$ cat src/rtl/conv_pkg.sv
// ---------------------------------------------------------------------------
// conv_pkg: types and constants shared by the conv kernel and its output
// drain logic.
//   DEF_COL / DEF_OFM_WIDTH : default column count and result width
//   COL_IDX_W               : width of a column index
//   sum_t                   : one signed kernel result word
//   drain_state_e           : run-state encoding of ofm_drain
// ---------------------------------------------------------------------------
package conv_pkg;

  localparam int DEF_COL       = 8;
  localparam int DEF_OFM_WIDTH = 32;
  localparam int COL_IDX_W     = $clog2(DEF_COL);

  typedef logic signed [DEF_OFM_WIDTH-1:0] sum_t;

  typedef enum logic [1:0] {
    IDLE  = 2'd0,
    RUN   = 2'd1,
    FLUSH = 2'd2,
    DONE  = 2'd3
  } drain_state_e;

endpackage

$ cat src/rtl/ofm_fifo.sv
// ---------------------------------------------------------------------------
// ofm_fifo: synchronous show-ahead FIFO. The head entry is always visible on
// dout while empty is low, so a consumer can inspect it before popping.
//   clk, rstn : clock and asynchronous active-low reset (pointers only)
//   push, din : write request and data (ignored when full unless popping)
//   pop       : read request (ignored when empty)
//   dout      : head entry
//   full      : DEPTH entries stored
//   empty     : no entries stored
// ---------------------------------------------------------------------------
module ofm_fifo #(
  parameter int WIDTH = 8,
  parameter int DEPTH = 16
) (
  input  logic             clk,
  input  logic             rstn,
  input  logic             push,
  input  logic             pop,
  input  logic [WIDTH-1:0] din,
  output logic [WIDTH-1:0] dout,
  output logic             full,
  output logic             empty
);

  localparam int AW = $clog2(DEPTH);

  logic [WIDTH-1:0] mem_q [DEPTH];
  // One extra pointer bit distinguishes full from empty when indices match.
  logic [AW:0]      wr_ptr_q, rd_ptr_q;
  logic             do_push, do_pop;

  assign empty   = (wr_ptr_q == rd_ptr_q);
  assign full    = (wr_ptr_q[AW] != rd_ptr_q[AW]) &&
                   (wr_ptr_q[AW-1:0] == rd_ptr_q[AW-1:0]);
  assign do_pop  = pop && !empty;
  assign do_push = push && (!full || do_pop);
  assign dout    = mem_q[rd_ptr_q[AW-1:0]];

  always_ff @(posedge clk or negedge rstn) begin
    if (!rstn) begin
      wr_ptr_q <= '0;
      rd_ptr_q <= '0;
    end else begin
      if (do_push) wr_ptr_q <= wr_ptr_q + 1'b1;
      if (do_pop)  rd_ptr_q <= rd_ptr_q + 1'b1;
    end
  end

  // Storage carries no reset; stale words are unreachable once pointers clear.
  always_ff @(posedge clk) begin
    if (do_push) mem_q[wr_ptr_q[AW-1:0]] <= din;
  end

endmodule

$ cat src/rtl/ofm_drain.sv
// ---------------------------------------------------------------------------
// ofm_drain: receive side of the conv kernel output. Per-column results are
// captured into hold registers, picked one per cycle by a round-robin
// arbiter, queued in a show-ahead FIFO and delivered as a valid/ready stream
// tagged with the source column.
//   clk, rstn             : clock, asynchronous active-low reset
//   start_conv, conv_done : run start / kernel completion pulses
//   sum_valid, sum        : per-column result strobes and values
//   out_valid, out_ready  : output stream handshake
//   out_data, out_col     : delivered word and its column
//   ofm_count             : results delivered this run (saturating)
//   overflow              : sticky, a result arrived while its column was busy
//   drain_done            : one-cycle pulse once the run has fully drained
// ---------------------------------------------------------------------------
module ofm_drain
  import conv_pkg::*;
#(
  parameter int COL        = DEF_COL,
  parameter int OFM_WIDTH  = DEF_OFM_WIDTH,
  parameter int FIFO_DEPTH = 16,
  parameter int CNT_WIDTH  = 16
) (
  input  logic                        clk,
  input  logic                        rstn,
  input  logic                        start_conv,
  input  logic                        conv_done,
  input  logic [COL-1:0]              sum_valid,
  input  logic signed [OFM_WIDTH-1:0] sum [COL],
  output logic                        out_valid,
  input  logic                        out_ready,
  output logic signed [OFM_WIDTH-1:0] out_data,
  output logic [$clog2(COL)-1:0]      out_col,
  output logic [CNT_WIDTH-1:0]        ofm_count,
  output logic                        overflow,
  output logic                        drain_done
);

  localparam int CW = $clog2(COL);
  localparam int FW = OFM_WIDTH + CW;

  drain_state_e                state_q, state_d;
  logic [COL-1:0]              pend_q, pend_d;
  logic signed [OFM_WIDTH-1:0] hold_q [COL];
  logic [CW-1:0]               ptr_q;
  logic [CNT_WIDTH-1:0]        ofm_count_q;
  logic                        overflow_q, drain_done_q;

  logic                        fifo_full, fifo_empty, fifo_pop;
  logic [FW-1:0]               fifo_din, fifo_dout;

  logic                        gnt_vld;
  logic [CW-1:0]               gnt_idx, scan_idx;
  logic [COL-1:0]              gnt_oh, cap_ok;
  logic                        cap_en, lost, start_ok;

  assign cap_en   = (state_q == RUN) || (state_q == FLUSH);
  assign start_ok = start_conv && ((state_q == IDLE) || (state_q == DONE));

  // Round-robin search starting at ptr_q. Uses the pre-pop full flag so a
  // grant never depends on this cycle's downstream handshake.
  always_comb begin
    gnt_vld  = 1'b0;
    gnt_idx  = '0;
    gnt_oh   = '0;
    scan_idx = '0;
    if (!fifo_full) begin
      for (int i = 0; i < COL; i++) begin
        scan_idx = (int'(ptr_q) + i >= COL) ? CW'(int'(ptr_q) + i - COL)
                                            : CW'(int'(ptr_q) + i);
        if (!gnt_vld && pend_q[scan_idx]) begin
          gnt_vld = 1'b1;
          gnt_idx = scan_idx;
        end
      end
    end
    if (gnt_vld) gnt_oh[gnt_idx] = 1'b1;
  end

  // A column being granted this cycle frees its hold register, so a new
  // result for it is accepted; any other busy column drops the new value.
  generate
    for (genvar gi = 0; gi < COL; gi++) begin : g_hold
      assign cap_ok[gi] = cap_en && sum_valid[gi] && (!pend_q[gi] || gnt_oh[gi]);
      always_ff @(posedge clk) begin
        if (cap_ok[gi]) hold_q[gi] <= sum[gi];
      end
    end
  endgenerate

  assign lost   = cap_en && |(sum_valid & pend_q & ~gnt_oh);
  assign pend_d = (pend_q & ~gnt_oh) | (cap_en ? sum_valid : '0);

  always_comb begin
    state_d = state_q;
    case (state_q)
      IDLE:  if (start_ok) state_d = RUN;
      RUN:   if (conv_done) state_d = FLUSH;
      FLUSH: if ((pend_q == '0) && fifo_empty && (sum_valid == '0)) state_d = DONE;
      DONE:  state_d = start_ok ? RUN : IDLE;
      default: state_d = IDLE;
    endcase
  end

  always_ff @(posedge clk or negedge rstn) begin
    if (!rstn) begin
      state_q      <= IDLE;
      pend_q       <= '0;
      ptr_q        <= '0;
      ofm_count_q  <= '0;
      overflow_q   <= 1'b0;
      drain_done_q <= 1'b0;
    end else begin
      state_q      <= state_d;
      drain_done_q <= (state_d == DONE);
      pend_q       <= pend_d;
      if (start_ok) begin
        ptr_q       <= '0;
        ofm_count_q <= '0;
        overflow_q  <= 1'b0;
      end else begin
        if (gnt_vld) ptr_q <= (gnt_idx == CW'(COL - 1)) ? '0 : gnt_idx + 1'b1;
        if (fifo_pop && (ofm_count_q != '1)) ofm_count_q <= ofm_count_q + 1'b1;
        if (lost) overflow_q <= 1'b1;
      end
    end
  end

  assign fifo_din = {gnt_idx, hold_q[gnt_idx]};
  assign fifo_pop = !fifo_empty && out_ready;

  ofm_fifo #(
    .WIDTH (FW),
    .DEPTH (FIFO_DEPTH)
  ) u_fifo (
    .clk   (clk),
    .rstn  (rstn),
    .push  (gnt_vld),
    .pop   (fifo_pop),
    .din   (fifo_din),
    .dout  (fifo_dout),
    .full  (fifo_full),
    .empty (fifo_empty)
  );

  // Data/column are forced to zero while empty so nothing stale is exposed.
  assign out_valid  = !fifo_empty;
  assign out_data   = fifo_empty ? '0 : fifo_dout[OFM_WIDTH-1:0];
  assign out_col    = fifo_empty ? '0 : fifo_dout[FW-1:OFM_WIDTH];
  assign ofm_count  = ofm_count_q;
  assign overflow   = overflow_q;
  assign drain_done = drain_done_q;

endmodule

$ cat config.mk
export PLATFORM = sky130hd
export DESIGN_NAME = ofm_drain
export DESIGN_NICKNAME = d
export VERILOG_FILES = /design/src/rtl/conv_pkg.sv /design/src/rtl/ofm_fifo.sv /design/src/rtl/ofm_drain.sv
export SDC_FILE = /design/constraint.sdc
export NUM_CORES = 1
export LEC_CHECK = 0
export ABC_AREA = 1
export CAP_MARGIN = 20
export CORE_UTILIZATION = 57
export CTS_CLUSTER_SIZE = 16
export DETAILED_ROUTE_END_ITERATION = 8
export GPL_TIMING_DRIVEN = 0
export PLACE_DENSITY_LB_ADDON = 0.1
export SLEW_MARGIN = 10
export SYNTH_ARGS = -nofsm -noshare
export SYNTH_HDL_FRONTEND = slang
export SYNTH_SLANG_ARGS = --single-unit
$ cat constraint.sdc
create_clock -name clk -period 5 [get_ports clk]
set_clock_uncertainty 0.05 [all_clocks]
set_input_delay 1 -clock clk [delete_from_list [all_inputs] [get_ports clk]]
set_output_delay 1 -clock clk [all_outputs]
set_load 0.02 [all_outputs]
==> results.json, run 1 <==
{
  "finalCritPeriodShare_pct": 99.3,
  "drt-initial-drc-count": 2844,
  "holdBufCountCts": 0,
  "fmax_mhz": 201,
  "vias": 24800,
  "critical_path.most_common_cell": "clkbuf_4",
  "place_congestion": 0.909,
  "cts.reportedPaths.clkPinSlew_ns": 0.06,
  "clockBufferDepth": 3,
  "r2r_cells": 22,
  "finalCriticalPeriod_ns": 4.97,
  "r2r_end": "u_fifo.mem_q[15][23]",
  "core_um2": 60500,
  "clk_latency_ns": 0.64,
  "finalMaxSlewViolations": 0,
  "n_fill_cell": 3977,
  "viasPerCell": 6.08,
  "crit_family": "buffers and inverters",
  "seq_area_frac_synth_pct": 73.0,
  "clock-sinks": 857,
  "area_delta_synth_final_pct": 24.2,
  "cts_made_buffers": 87,
  "routed_wl_um": 105000,
  "grt_pass1_wl_um": 152000,
  "nets": 3500,
  "io_buffer_count": 322,
  "cp_cell_sequence": "clkbuf_2 -> inv_1 -> clkbuf_4 -> clkbuf_4 -> buf_2 -> nor2_1 -> o32ai_1 -> nand2_1 -> a31oi_1 -> clkdlybuf4s50_1",
  "max-slew-margin-rel_pct": 43.7,
  "setup_slack_ns": 0.0333,
  "cts_tree": "done",
  "syn_nets": 3033,
  "place_ws_ns": -0.510,
  "status": "finished clean",
  "grt_max_degree": 33,
  "end_kind": "output port",
  "critical_path_class": "reg -> out",
  "synth_area_um2": 35000,
  "hold_viol": 0,
  "crit_fanout": 10,
  "cpMaxStageDelayCell": "clkdlybuf4s50_1",
  "max-cap-violations": 0,
  "hp-class": "in -> async",
  "yosysWarningCount": 0,
  "drive_gt1_share_pct": 10.1,
  "finalSetupTns_ns": 0,
  "start_util_pct": 57.8,
  "setup_viol": 0,
  "cp.depth": 10,
  "grt_pass1_vias": 24400,
  "firstDrtPassIters": 5,
  "endpoint": "out_data[9]",
  "ys_types": 48,
  "worst_pin_slew_ns": 0.842,
  "num_io_pins": 323,
  "h-tree-depth": 3,
  "grt_antenna_before_repair": 7,
  "cp-start-kind": "flop",
  "cts_root_buf": "clkbuf_16",
  "final_common_cell": "edfxtp_1",
  "cp_num_buf_inv": 6,
  "rrSetupSlack_ns": 0.33,
  "grt_remaining_overflow": 0,
  "syn_inst": 2750,
  "layout_common_cells": "edfxtp_1, nand2_1, nor2_1",
  "critPathLaunch": "u_fifo.rd_ptr_q[0]",
  "cpPeakStageDelay_ns": 0.65,
  "hpwlAfterDp_um": 73000,
  "post-route-util_pct": 71.8,
  "crit_arrival_ns": 3.92,
  "ys_ff_latch": 857,
  "die_h_um": 250,
  "die-width_um": 250,
  "grt_usage_pct": 33.4,
  "wl_per_cell_um": 25.7,
  "timing.rr.start": "ptr_q[0]",
  "dieArea_um2": 62300,
  "route.detailed.drc": 0,
  "antenna_left": 0,
  "syn_avg_cell_area_um2": 12.7,
  "placementRows": 90,
  "cp.required_ns": 3.95
}
-- per-stage QoR --
stage          std cells  hold slack, ns  area [um2]
6_report            4071           0.242       43400
3_5_place_dp        3880           0.430       39900
3_3_place_gp        3854           0.425       39200
2_1_floorplan       2750           0.412       35000
4_1_cts             4036           0.229       42800
5_1_grt             4068           0.253       43400
-- worst min-delay path by stage --
stage / endpoint / slack, ns / cells after the start
3_3_place_gp: u_fifo.wr_ptr_q[4] / 0.43 / 1
5_1_grt: ofm_count[13] / 0.25 / 1
4_1_cts: ofm_count[8] / 0.23 / 1
6_report: ofm_count[9] / 0.24 / 1
3_5_place_dp: u_fifo.rd_ptr_q[4] / 0.43 / 1
2_1_floorplan: u_fifo.wr_ptr_q[4] / 0.41 / 1
-- logic make-up (layout without fill, tap and decap cells) --
group	count (synthesis)	count (layout)	share of synthesized area (%)
flops	857	857	73.0
compound gates	379	379	7.31
buf+inv	227	761	3.05
mux	54	54	1.55
simple gates	1200	1200	14.1
other cells	0	5	0
fa+ha+maj	14	14	0.501
xor+xnor	19	19	0.476
-- synth_stat cells, drive strengths merged --
cell type  instances  share of area [%]
and3               8               0.14
ha                14               0.50
inv               68               0.73
a221oi             3              0.075
nand3             73                1.3
nor4               3              0.054
nand4             41               0.78
o21bai             2              0.043
o211ai            16               0.34
nand2            705                7.7
xor2              11               0.28
and2               1              0.018
nor2             360                4.0
dfrtp             41                2.9
o21a               1              0.021
o221ai            54                1.4
a32oi              1              0.025
o21ai            163                2.3
nor3               4              0.057
nor3b              1              0.021
o22a               1              0.025
xnor2              8               0.20
a21oi             11               0.19
o32ai             87                2.2
buf               53                1.2
a31oi             39               0.70
clkinv             4              0.043
clkbuf           102                1.1
a211oi             1              0.021
or2                3              0.054
nand3b             1              0.021
edfxtp           816                 70
mux2i             54                1.5
-- timing repair --
item                                    4_1_cts  5_1_grt
pin swaps                                     0       25
setup buffers                                 0       29
hold endpoints to repair                      0        0
endpoints found under the setup margin       35      467
resized for setup                            23       40
-- area by class of cell --
class / count / area, um2 / share of cell area, %
Timing Repair Buffer: 378 / 4330 / 9.96
Buffer: 155 / 852 / 1.96
Clock inverter: 51 / 644 / 1.48
Clock buffer: 105 / 2300 / 5.29
Sequential cell: 857 / 25500 / 58.8
Inverter: 72 / 270 / 0.622
Antenna cell: 5 / 12.5 / 0.0288
Tap cell: 782 / 978 / 2.25
Multi-Input combinational cell: 1666 / 8520 / 19.6
-- metal layers --
layer | vias to the layer above | part of all wire, % | track usage [%]
li1 | 10900 | - | -
met1 | 12100 | 37 | 43.7
met2 | 1485 | 49 | 54.7
met3 | 249 | 9.8 | 5.88
met4 | 6 | 4.2 | 15.6
met5 | - | 0.043 | 0
-- state kept, by name, summed over array words and instances (netlist names) --
signal	flops
pend_q	8
overflow	1
ofm_count	16
u_fifo.rd_ptr_q	5
u_fifo.wr_ptr_q	5
ptr_q	3
hold_q	256
state_q	2
drain_done	1
u_fifo.mem_q	560
-- worst reg2reg max path, cell delays in order, from the launching register on --
cell and delay [ns]:
dfrtp_1 0.39, buf_4 0.18, inv_2 0.07, buf_6 0.17
ha_1 0.25, buf_2 0.20, inv_1 0.16, nand3_2 0.11
nand2_1 0.07, nor2_1 0.05, a31oi_1 0.28, inv_2 0.08
nor2_4 0.20, nand2_2 0.08, nand2_1 0.08, nand2_1 0.10
a21oi_4 0.58, nand2_1 0.13, clkinv_1 0.16, buf_2 0.29
nand2_1 0.09, nand4_1 0.50, buf_6 0.24
Power of run 1 is not shown: default switching activity piles up to over one toggle a cycle in this logic, so the estimate is an artifact.
==> run 2, diff against run 1 <==
Settings changed: SLEW_MARGIN 10 to 20.
==> results.json, run 2 (synthesis results as in run 1) <==
{
  "antenna_left": 0,
  "fmax_mhz": 202,
  "dpl.cell_count": 3880,
  "dpl-instance-area_um2": 39900,
  "cp_cell_sequence": "clkbuf_2 -> inv_1 -> clkbuf_4 -> clkbuf_4 -> buf_2 -> nor2_1 -> o32ai_1 -> nand2_1 -> a31oi_1 -> clkdlybuf4s50_1",
  "worst_pin_slew_ns": 0.968,
  "hold_viol": 0,
  "crit_fanout": 10,
  "wl_per_cell_um": 25.7,
  "endpoint": "out_data[10]",
  "core_um2": 60500,
  "cpPeakStageDelay_ns": 0.66,
  "layout_common_cells": "edfxtp_1, nand2_1, nor2_1",
  "h-tree-depth": 3,
  "max-cap-violations": 0,
  "hp-class": "in -> async",
  "route.detailed.drc": 0,
  "area_delta_synth_final_pct": 23.6,
  "cts_tree": "done",
  "final_design_area_no_fill_um2": 43200,
  "io_buffer_count": 322,
  "grt_antenna_before_repair": 9,
  "die_h_um": 250,
  "timing.rr.start": "ptr_q[0]",
  "clock-sinks": 857,
  "die-width_um": 250,
  "status": "finished clean",
  "start_util_pct": 57.8,
  "r2r_cells": 21,
  "final_cell_count_no_fill": 4067,
  "clockBufferDepth": 3,
  "grt_pass1_wl_um": 153000,
  "critPathLaunch": "u_fifo.rd_ptr_q[0]",
  "grt_remaining_overflow": 0,
  "rrSetupSlack_ns": 0.27,
  "critical_path.most_common_cell": "clkbuf_4",
  "grt_max_degree": 29,
  "critical_path_class": "reg -> out",
  "register_area_um2": 25500,
  "drive_gt1_share_pct": 9.85,
  "dieArea_um2": 62300,
  "vias": 24500,
  "place_congestion": 0.909,
  "hpwlAfterDp_um": 73300,
  "routed_wl_um": 104000,
  "max-slew-margin-rel_pct": 35.5,
  "cts_root_buf": "clkbuf_16",
  "finalCriticalPeriod_ns": 4.94,
  "post-route-util_pct": 71.5,
  "final_common_cell": "edfxtp_1",
  "nets": 3495,
  "num_io_pins": 323,
  "cts.reportedPaths.clkPinSlew_ns": 0.06,
  "cpMaxStageDelayCell": "clkdlybuf4s50_1",
  "setup_slack_ns": 0.0596,
  "firstDrtPassIters": 8,
  "finalCritPeriodShare_pct": 98.8,
  "cp.required_ns": 3.95,
  "viasPerCell": 6.02,
  "holdBufCountCts": 0,
  "cp-start-kind": "flop",
  "grt_usage_pct": 33.4,
  "cts_made_buffers": 85,
  "multi_input_area_um2": 8520,
  "largest_reg_flops": 560,
  "placementRows": 90,
  "end_kind": "output port",
  "r2r_end": "u_fifo.mem_q[10][17]",
  "grt_pass1_vias": 24400,
  "crit_arrival_ns": 3.89,
  "setup_viol": 0,
  "drt-initial-drc-count": 2877,
  "clk_latency_ns": 0.64,
  "place_ws_ns": -0.570,
  "n_fill_cell": 4075,
  "finalMaxSlewViolations": 0
}
run 2: cell types whose count changed in the layout (fill, tap and decap cells not counted), sizes merged:
cell and delta:
buf +1, bufinv -7, clkbuf -1, clkinv +5, diode +1, inv -3
run 2: cell type report:
| class | instances | area share, % |
|---|---|---|
| tap | 782 | 2.26 |
| clock inverter | 46 | 1.03 |
| buffer | 155 | 1.95 |
| clock buffer | 108 | 5.36 |
| multi-input combinational | 1666 | 19.7 |
| inverter | 72 | 0.625 |
| sequential | 857 | 59.1 |
| timing repair buffer | 375 | 9.95 |
| antenna | 6 | 0.0347 |
run 2: how the worst min path moves through the flow:
stage	from	to	slack, ns
finish	rstn	ofm_count[8]	0.25
global route	rstn	ofm_count[8]	0.26
CTS	rstn	ofm_count[8]	0.23
detailed placement	u_fifo.rd_ptr_q[4]	u_fifo.rd_ptr_q[4]	0.43
global placement	u_fifo.wr_ptr_q[4]	u_fifo.wr_ptr_q[4]	0.43
floorplan	u_fifo.wr_ptr_q[4]	u_fifo.wr_ptr_q[4]	0.41
run 2: worst max-delay path, delay by kind of cell, from the launching register on:
| family | cells | cell delay (ns) |
|---|---|---|
| flip-flops | 1 | 0.47 |
| buffers and inverters | 6 | 2.04 |
| AND/OR/NAND/NOR | 2 | 0.22 |
| AO/OA/AOI/OAI | 2 | 0.53 |
run 2: per-layer routing:
layer / vias to the layer above / GRT usage, % / wire length (um)
met5: - / 0 / 80
met4: 12 / 15.1 / 4520
met1: 11900 / 43.4 / 39100
met2: 1483 / 54.9 / 50700
li1: 10900 / - / -
met3: 269 / 6.44 / 10100
run 2: timing repair:
action,in CTS,in global routing
endpoints found under the setup margin,35,470
setup buffers,0,26
pin swaps,0,26
resized for setup,24,32
gates cloned,0,0
run 2: metrics by stage:
step,TNS (ns),hold WS [ns]
5_1_grt,-0.000139,0.263
6_report,0,0.252
3_3_place_gp,-49.92,0.425
2_1_floorplan,0,0.412
4_1_cts,0,0.234
3_5_place_dp,-9.41,0.430
Power of run 2 is left out for the same reason.
